$ cat config.mk
export PLATFORM = sky130hd
export DESIGN_NAME = complex_result_collector
export DESIGN_NICKNAME = d
export VERILOG_FILES = /design/src/rtl/complex_result_collector.sv
export SDC_FILE = /design/constraint.sdc
export NUM_CORES = 2
export LEC_CHECK = 0
export CAP_MARGIN = 20
export CORE_MARGIN = 10
export CORE_UTILIZATION = 52
export CTS_BUF_LIST = sky130_fd_sc_hd__clkbuf_2
export CTS_CLUSTER_SIZE = 28
export DETAILED_ROUTE_END_ITERATION = 6
export PLACE_DENSITY = 0.87
export SLEW_MARGIN = 20
export SYNTH_ARGS = -nofsm -noshare
export SYNTH_HDL_FRONTEND = slang
export SYNTH_SLANG_ARGS = --single-unit
$ cat constraint.sdc
create_clock -name clk -period 15.3 [get_ports clk]
set_input_delay 2.295 -clock clk [delete_from_list [all_inputs] [get_ports clk]]
set_output_delay 2.295 -clock clk [all_outputs]
set_load 0.005 [all_outputs]
$ cat src/rtl/complex_result_collector.sv
// ---------------------------------------------------------------------------
// complex_result_collector
//
// Collects NI-element complex result chunks strobed out of the matrix-by-vector
// engine, buffers them in a small FIFO and writes them to the result vector
// memory at consecutive addresses. Padding lanes of the final chunk are zeroed
// and done is raised once every expected chunk has been written.
//
// Ports:
//   clk            clock
//   reset          synchronous active-high reset (priority over start)
//   start          level enable; low soft-clears back to IDLE
//   in_data        result chunk, element 0 in the MSBs
//   in_valid       one-cycle strobe qualifying in_data
//   total_rows     number of result elements expected (sampled on start rise)
//   base_addr      first write address (sampled on start rise)
//   mem_ready      memory accepts a write this cycle
//   mem_wr_en      write request (FIFO non-empty while running)
//   mem_wr_addr    base_addr + chunks_written, truncated to ADDR_W
//   mem_wr_data    FIFO head (zero when no write is requested)
//   chunks_written chunks committed since start
//   overflow       sticky: a chunk was dropped because the FIFO was full
//   done           all expected chunks have been written
// ---------------------------------------------------------------------------
module complex_result_collector #(
    parameter int element_width = 64,
    parameter int NI            = 8,
    parameter int DEPTH         = 4,
    parameter int ADDR_W        = 16
) (
    input  logic                        clk,
    input  logic                        reset,
    input  logic                        start,
    input  logic [NI*element_width-1:0] in_data,
    input  logic                        in_valid,
    input  logic [31:0]                 total_rows,
    input  logic [ADDR_W-1:0]           base_addr,
    input  logic                        mem_ready,
    output logic                        mem_wr_en,
    output logic [ADDR_W-1:0]           mem_wr_addr,
    output logic [NI*element_width-1:0] mem_wr_data,
    output logic [31:0]                 chunks_written,
    output logic                        overflow,
    output logic                        done
);

    localparam int CW    = NI * element_width;
    localparam int IDX_W = $clog2(DEPTH);
    localparam int PTR_W = IDX_W + 1;

    typedef enum logic [1:0] {
        S_IDLE,
        S_RUN,
        S_DONE
    } state_t;

    state_t            state, state_next;
    logic              start_q;
    logic [31:0]       total_q;
    logic [31:0]       expected_q;
    logic [31:0]       accepted_q;
    logic [ADDR_W-1:0] base_q;
    logic [PTR_W-1:0]  wr_ptr, rd_ptr;
    logic [CW-1:0]     fifo_mem [DEPTH];

    logic              start_rise;
    logic [31:0]       expected_calc;
    logic [31:0]       last_rem;
    logic              fifo_full, fifo_empty;
    logic              room_left;
    logic              last_chunk;
    logic              push, pop, drop_full;
    logic [CW-1:0]     push_data;

    // Ceiling division done as quotient plus "remainder non-zero" so it cannot
    // overflow 32 bits even for total_rows near 2^32.
    assign expected_calc = (total_rows / 32'(NI)) + {31'd0, |(total_rows % 32'(NI))};
    assign start_rise    = start & ~start_q;

    // The extra pointer MSB distinguishes full from empty when the indices match.
    assign fifo_empty = (wr_ptr == rd_ptr);
    assign fifo_full  = (wr_ptr[PTR_W-1] != rd_ptr[PTR_W-1]) &&
                        (wr_ptr[PTR_W-2:0] == rd_ptr[PTR_W-2:0]);

    assign mem_wr_en   = (state == S_RUN) && !fifo_empty;
    assign mem_wr_data = mem_wr_en ? fifo_mem[rd_ptr[IDX_W-1:0]] : '0;
    assign mem_wr_addr = base_q + chunks_written[ADDR_W-1:0];
    assign done        = (state == S_DONE);

    // A pop in the same cycle frees a slot, so a full FIFO can still accept.
    // Chunks beyond the expected count are silently ignored and never flag.
    assign pop        = mem_wr_en && mem_ready;
    assign room_left  = (accepted_q < expected_q);
    assign push       = (state == S_RUN) && in_valid && room_left && (!fifo_full || pop);
    assign drop_full  = (state == S_RUN) && in_valid && room_left && fifo_full && !pop;
    assign last_chunk = (accepted_q == expected_q - 32'd1);
    assign last_rem   = total_q % 32'(NI);

    // Zero the padding lanes of the final chunk. Only a partial final chunk
    // (non-zero remainder) has padding; lanes at or beyond the remainder are
    // past total_rows. Lane 0 sits in the MSBs.
    always_comb begin
        push_data = in_data;
        if (last_chunk && (last_rem != 32'd0)) begin
            for (int k = 0; k < NI; k++) begin
                if (32'(k) >= last_rem) begin
                    push_data[(NI-1-k)*element_width +: element_width] = '0;
                end
            end
        end
    end

    // State register. Dropping start acts like a soft reset back to IDLE.
    always_ff @(posedge clk) begin
        if (reset || !start) begin
            state <= S_IDLE;
        end else begin
            state <= state_next;
        end
    end

    // Next-state logic. A zero-length job skips RUN entirely. RUN ends on the
    // commit of the last expected chunk so done appears the following cycle.
    always_comb begin
        state_next = state;
        case (state)
            S_IDLE: begin
                if (start_rise) begin
                    state_next = (expected_calc == 32'd0) ? S_DONE : S_RUN;
                end
            end
            S_RUN: begin
                if (pop && (chunks_written + 32'd1 == expected_q)) begin
                    state_next = S_DONE;
                end
            end
            S_DONE: begin
                state_next = S_DONE;
            end
            default: begin
                state_next = S_IDLE;
            end
        endcase
    end

    // Job bookkeeping and FIFO pointers. Everything returns to its reset value
    // when start is low, which also discards any pending writes.
    always_ff @(posedge clk) begin
        if (reset || !start) begin
            start_q        <= 1'b0;
            total_q        <= '0;
            expected_q     <= '0;
            accepted_q     <= '0;
            base_q         <= '0;
            wr_ptr         <= '0;
            rd_ptr         <= '0;
            chunks_written <= '0;
            overflow       <= 1'b0;
        end else begin
            start_q <= start;
            if ((state == S_IDLE) && start_rise) begin
                total_q    <= total_rows;
                base_q     <= base_addr;
                expected_q <= expected_calc;
                accepted_q <= '0;
            end
            if (push) begin
                wr_ptr     <= wr_ptr + PTR_W'(1);
                accepted_q <= accepted_q + 32'd1;
            end
            if (pop) begin
                rd_ptr         <= rd_ptr + PTR_W'(1);
                chunks_written <= chunks_written + 32'd1;
            end
            if (drop_full) begin
                overflow <= 1'b1;
            end
        end
    end

    // FIFO storage is not cleared by reset or start; the pointers alone
    // decide what is valid.
    always_ff @(posedge clk) begin
        if (push) begin
            fifo_mem[wr_ptr[IDX_W-1:0]] <= push_data;
        end
    end

endmodule

* Word-level counts from Yosys, hierarchy flattened
Memory sizes are Yosys's and may differ from the RTL's. A register that Yosys moved wholly into a read port is not among the register bits.
Cells that the tools add are included.
** Storage, ports and cells
- Register bits after elaboration :: 125
- Bits in latches :: 0
- RAM bits :: 2048
- ROM bits :: 0
- Bits of input ports :: 565
- Logic and storage cells :: 81
- Memories :: 1
** Cells by class
- Add/sub/neg operators :: 7
- Multipliers :: 0
- Divide/modulo/power cells :: 0
- Magnitude comparators :: 9
- Equality and inequality tests :: 9
- Shift operators :: 0
- Multiplexer cells :: 20
- Bitwise gates (word level) :: 2
- Reductions and logical operators :: 23
** Memories
- fifo_mem :: words 4, bits a word 512, rd ports 1, clocked after memory_dff 1, wr ports 1, line 64 : logic [CW-1:0] fifo_mem [DEPTH];
** Operator list (count)
- $mux W512 :: 2
- $mux W64 :: 8
- $add A32 B1 Y32 const B :: 2
- $eq A32 B32 Y1 :: 2
- $mux W32 :: 2
- $logic_not A32 Y1 :: 1
- $lt A32 B32 Y1 :: 1
- $reduce_bool A32 Y1 :: 1
- $sub A32 B1 Y32 const B :: 1
- $add A29 B1 Y30 :: 1
- $add A16 B16 Y16 :: 1
- $ge A3 B3 Y1 const A :: 4
- $logic_and A1 B1 Y1 :: 11
- $mux W2 :: 5
- $add A3 B1 Y3 const B :: 2
- $ge A1 B3 Y1 const A :: 2
- $ge A2 B3 Y1 const A :: 2
- $pmux W2 S3 :: 1
- $logic_not A1 Y1 :: 4
- $eq A3 B3 Y1 :: 1
- $reduce_or A3 Y1 :: 1
- $eq A2 B1 Y1 const B :: 1
- $eq A2 B2 Y1 :: 1
- $eq A2 B2 Y1 const B :: 1
- other kinds (10) :: 12

* Longest topological paths before layout
- Word-level depth :: 8
- Mapped depth :: 14

* Worst setup path before layout
No wires, ideal clock.
- Path type :: input -> register
- Start :: input port mem_ready
- End :: register wr_ptr[2]
- Arrival :: 15399 ps
- Required time :: 14663 ps
- Path slack :: -736 ps
- Stages :: 5
- Path buffers :: 0
- Cell sequence :: nand2_1 and3_1 nor2_1 and3_1 o21ai_0
** Between the ends
- Word-level cells in the longest chain between the ends :: 3
** Ends and longest elaborated chain
- start, declared :: line 38 : input logic mem_ready,
- $logic_and A1 B1 Y1 :: line 92 : assign pop = mem_wr_en && mem_ready;
- $logic_or A1 B1 Y1 :: line 94 : assign push = (state == S_RUN) && in_valid && room_left && (!fifo_full || pop);
- $logic_and A1 B1 Y1 :: line 94
- end signal, assigned :: line 168 : wr_ptr <= wr_ptr + PTR_W'(1);
- end, declared :: line 63 : logic [PTR_W-1:0] wr_ptr, rd_ptr;
Every way passes these cells.
A chain may end at the register's enable or synchronous reset.

* Worst setup path in the final report
- Start :: register state[1]
- End :: output port mem_wr_data[320]
** Between the ends
- Word-level cells in the longest chain between the ends :: 3
** Ends and longest elaborated chain
- start, declared :: line 57 : state_t state, state_next;
- start signal, assigned :: line 118 : state <= state_next;
- $eq A2 B1 Y1 :: line 85 : assign mem_wr_en = (state == S_RUN) && !fifo_empty;
- $logic_and A1 B1 Y1 :: line 85
- $mux W512 :: line 86 : assign mem_wr_data = mem_wr_en ? fifo_mem[rd_ptr[IDX_W-1:0]] : '0;
- end, declared :: line 41 : output logic [NI*element_width-1:0] mem_wr_data,
Every way passes these cells.

==> results.sh <==
export IMPL_avgSynthCellArea_um2=17.70
export IMPL_power_leakage_nw=35.33
export IMPL_layout_cells_non_filler=9213
export IMPL_clock_skew_ps=261.8
export IMPL_fp_dieArea_um2=189700
export IMPL_cts_root_buf="clkbuf_2"
export IMPL_worst_path_buf_inv=5
export IMPL_via_per_inst=5.795
export IMPL_top_usage_layer="met2"
export IMPL_cts_resized=0
export IMPL_synth_seq_area_share=0.7130
export IMPL_tightest_slew_ps=1287
export IMPL_first_global_vias=54930
export IMPL_cts_max_level=6
export IMPL_async_reset_ff_frac=0
export IMPL_core_um2=171500
export IMPL_num_rows=152
export IMPL_max_stage_delay_ps=850
export IMPL_hold_end="base_q[5]"
export IMPL_cts_inserted_buffers=545
export IMPL_status="finished, final reports clean"
export IMPL_dp_hpwl_um=166900
export IMPL_fin_crit_ps=8994
export IMPL_drt_iter0_markers=5572
export IMPL_powerDensity_nw_per_um2=100.0
export IMPL_slew_headroom=0.1419
export IMPL_grt_start_max_net_pins=155
export IMPL_max_freq_ghz=0.1112
export IMPL_initial_core_util=0.5233
export IMPL_vias=53390
export IMPL_vdd_drop_max_mv=0.09217
export IMPL_worstSetupEndpointType="output pin"
export IMPL_cp_top_family="buffers and inverters"
export IMPL_worstReg2RegEnd="fifo_mem[3][180]"
export IMPL_grt_pass1_wl_um=365200
export IMPL_gr_usage_met2=0.4056
export IMPL_grt_remaining_overflow=0
export IMPL_hold_violations=0
export IMPL_crit_chain="inv_1 -> ha_1 -> o31a_2 -> buf_4 -> buf_4 -> buf_4 -> and2_1 -> clkdlybuf4s50_1"
export IMPL_synthesis_nets=5697
export IMPL_hp_class="reg -> reg"
export IMPL_io_pins=1128
export IMPL_crit_type="reg -> out"
export IMPL_whs_ps=465.3
export IMPL_finalMaxSlewViolations=0
export IMPL_clkLatencyLatePin_ps=1920
export IMPL_cp_slowest_cell="buf_4"
export IMPL_period_share=0.5879
export IMPL_cts_buffer_depth=4
export IMPL_post_place_cells=8210
export IMPL_cts_hold_fix_buffers=0
export IMPL_grt_use_met1=0.3128
export IMPL_syn_area_um2=89770
export IMPL_start_kind="flop"
export IMPL_grtUsageMet3=0.06922
export IMPL_r2r_slack_ps=8480
export IMPL_wl_um=252400
export IMPL_fillers=11630
export IMPL_yosysWarningCount=0
export IMPL_arrival_ps=6700
export IMPL_cp_max_fo=100
export IMPL_nNetsFinal=7073
export IMPL_io_buffer_count=1127
export IMPL_detail_route_wl_per_cell_um=27.39
export IMPL_reg2reg_depth=11
export IMPL_drive_above_1_share=0.2080
export IMPL_synth_cell_types=76
export IMPL_groute_usage_overall=0.2577
export IMPL_synth_top_area_frac=0.6851
export IMPL_worstHoldStart="base_q[5]"
export IMPL_syn2layout_area_growth_pct=20.50
export IMPL_rsz0062_at_grt="false"
export IMPL_ant_nets=0
export IMPL_globalplace_congestion=0.8969
export IMPL_antenna_found_initial=97
export IMPL_die_w_um=435.5
export IMPL_ys_ff_latch=2173
export IMPL_drc_errors=0
export IMPL_holdPathStages=2
export IMPL_die_height_um=435.5
export IMPL_synth_edf_count=2048
export IMPL_syn_inst=5072
export IMPL_required_ps=13010
export IMPL_synthFlopType="edfxtp_1"
export IMPL_reg2reg_from="state[1]"
export IMPL_max_cap_violations=0
export IMPL_setup_violations=0
export IMPL_synthTopCellsByArea="edfxtp_1 (69%), mux4_2 (13%), and2_1 (4.1%)"
export IMPL_cts_sinks=2173
export IMPL_critPathMostFrequentCell="buf_4"
export IMPL_tritoncts="built"
export IMPL_firstDrtPassIters=6
export IMPL_post_cts_buffers=0
export IMPL_clkTransAtPathRegs_ps=100
export IMPL_synth_top_area_cell="edfxtp_1"
## per-layer routing
layer,share of wire,vias to the layer above
li1,-,22660
met1,0.35,26820
met2,0.50,3252
met3,0.092,648
met4,0.060,10
met5,0.00025,-
## area by class of cell
class                           instances  area [um2]  share of cell area
Antenna cell                           94       235.2            0.002175
Clock buffer                          777        3889             0.03595
Clock inverter                        131       833.3            0.007704
Inverter                               57       214.0            0.001978
Multi-Input combinational cell       2487       24230              0.2240
Sequential cell                      2173       64010              0.5917
Tap cell                             2310        2890             0.02672
Timing Repair Buffer                 1184       11870              0.1097
## synthesized netlist by cell type, types with 7 or more instances
master and instances:
mux2i_1 8, nand2b_1 9, o21ai_0 56, nor2b_1 388, clkbuf_1 266, inv_1 57, ha_1 59, xnor2_1 91
dfxtp_1 125, o211ai_1 7, xor2_1 74, buf_1 57, edfxtp_1 2048, or4_1 12, nand3_1 46, and2_1 592
a21oi_1 60, nor2_1 120, nand2_1 138, mux4_2 512, a31oi_1 9, a21o_1 12, and4_1 13, or3_1 22
a211oi_1 34, nand4_1 34, nor3_1 55, buf_2 26, nor4_1 18, and3_1 28
## worst max path at each step
stage	cells after the start	end	slack, ps	startpoint
floorplan	4	fifo_mem[2][0]	-130	mem_ready
global placement	8	fifo_mem[3][177]	7490	mem_ready
detailed placement	8	fifo_mem[3][227]	7480	mem_ready
CTS	8	mem_wr_data[328]	6050	state[1]
global route	8	mem_wr_data[404]	5790	state[1]
finish	8	mem_wr_data[320]	6310	state[1]
## worst reg2reg max path: stages (launching register included)
cell and delay [ps]:
dfxtp_1 360, inv_1 110, ha_1 270, o31a_2 830, nand2_1 650, and3_1 440, nor2_1 370, and3_4 570
buf_16 290, buf_4 810, buf_4 680, buf_4 910
## registers in the layout (all words and copies together), names as in the netlist, named ones only
| register | count |
|---|---|
| chunks_written | 32 |
| start_q | 1 |
| base_q | 16 |
| rd_ptr | 3 |
| expected_q | 30 |
| state | 2 |
| overflow | 1 |
| total_q | 3 |
| wr_ptr | 3 |
| fifo_mem | 2048 |
| accepted_q | 32 |
## power by group
part,total (W),switching [W],internal [W]
clock network,0.00382,0.00227,0.00155
logic,0.000457,0.000227,0.000230
registers,0.00655,0.0000204,0.00653
total,0.0108,0.00251,0.00831
## kinds of logic (layout without fill, tap and decap cells)
family                   Yosys count  after routing  share of synthesized area
XOR/XNOR                         165            165                    0.01610
other                              0             94                          0
AND/OR/NAND/NOR                 1500           1500                    0.09725
multiplexers                     523            523                     0.1297
flip-flops                      2173           2173                     0.7130
buffers and inverters            412           2149                    0.01809
adder cells (fa/ha/maj)           60             60                   0.008446
AO/OA/AOI/OAI                    239            239                    0.01744
## metrics by stage
stage	TNS (ps)	total power [W]	utilization	worst slack [ps]	instance area [um2]
final	0	0.01082	0.6306	6306	108200
after global routing	0	0.01124	0.6305	5786	108200
after CTS	0	0.01088	0.6290	6054	107900
after detailed placement	0	0.007131	0.6015	7480	103200
after global placement	0	0.007112	0.6015	7494	103200
after floorplan	-66810	0.006889	-	-130.5	89770
## layout by cell type (no fill, tap or decap), types with 6 or more instances in the layout
cell / count
o211ai_1: 7
xor2_1: 74
and3_1: 24
inv_1: 57
edfxtp_1: 2048
buf_12: 11
mux2i_1: 8
nand4_1: 34
nand2b_1: 8
ha_1: 59
a21o_1: 12
nor3_1: 55
nor4_1: 18
o21a_1: 6
clkbuf_2: 777
buf_4: 45
a211oi_1: 33
or4_1: 12
nand3_1: 46
dfxtp_1: 123
o21ai_0: 56
and4_1: 13
nor2b_1: 388
nor2_1: 118
bufinv_16: 12
and2_1: 592
clkdlybuf4s50_1: 1127
diode_2: 94
a31oi_1: 9
clkinv_2: 8
inv_2: 11
clkinv_1: 96
xnor2_1: 91
mux4_2: 512
nand2_1: 138
a21oi_1: 59
or3_1: 22
Note: power is estimated with default switching activity, not from simulation.
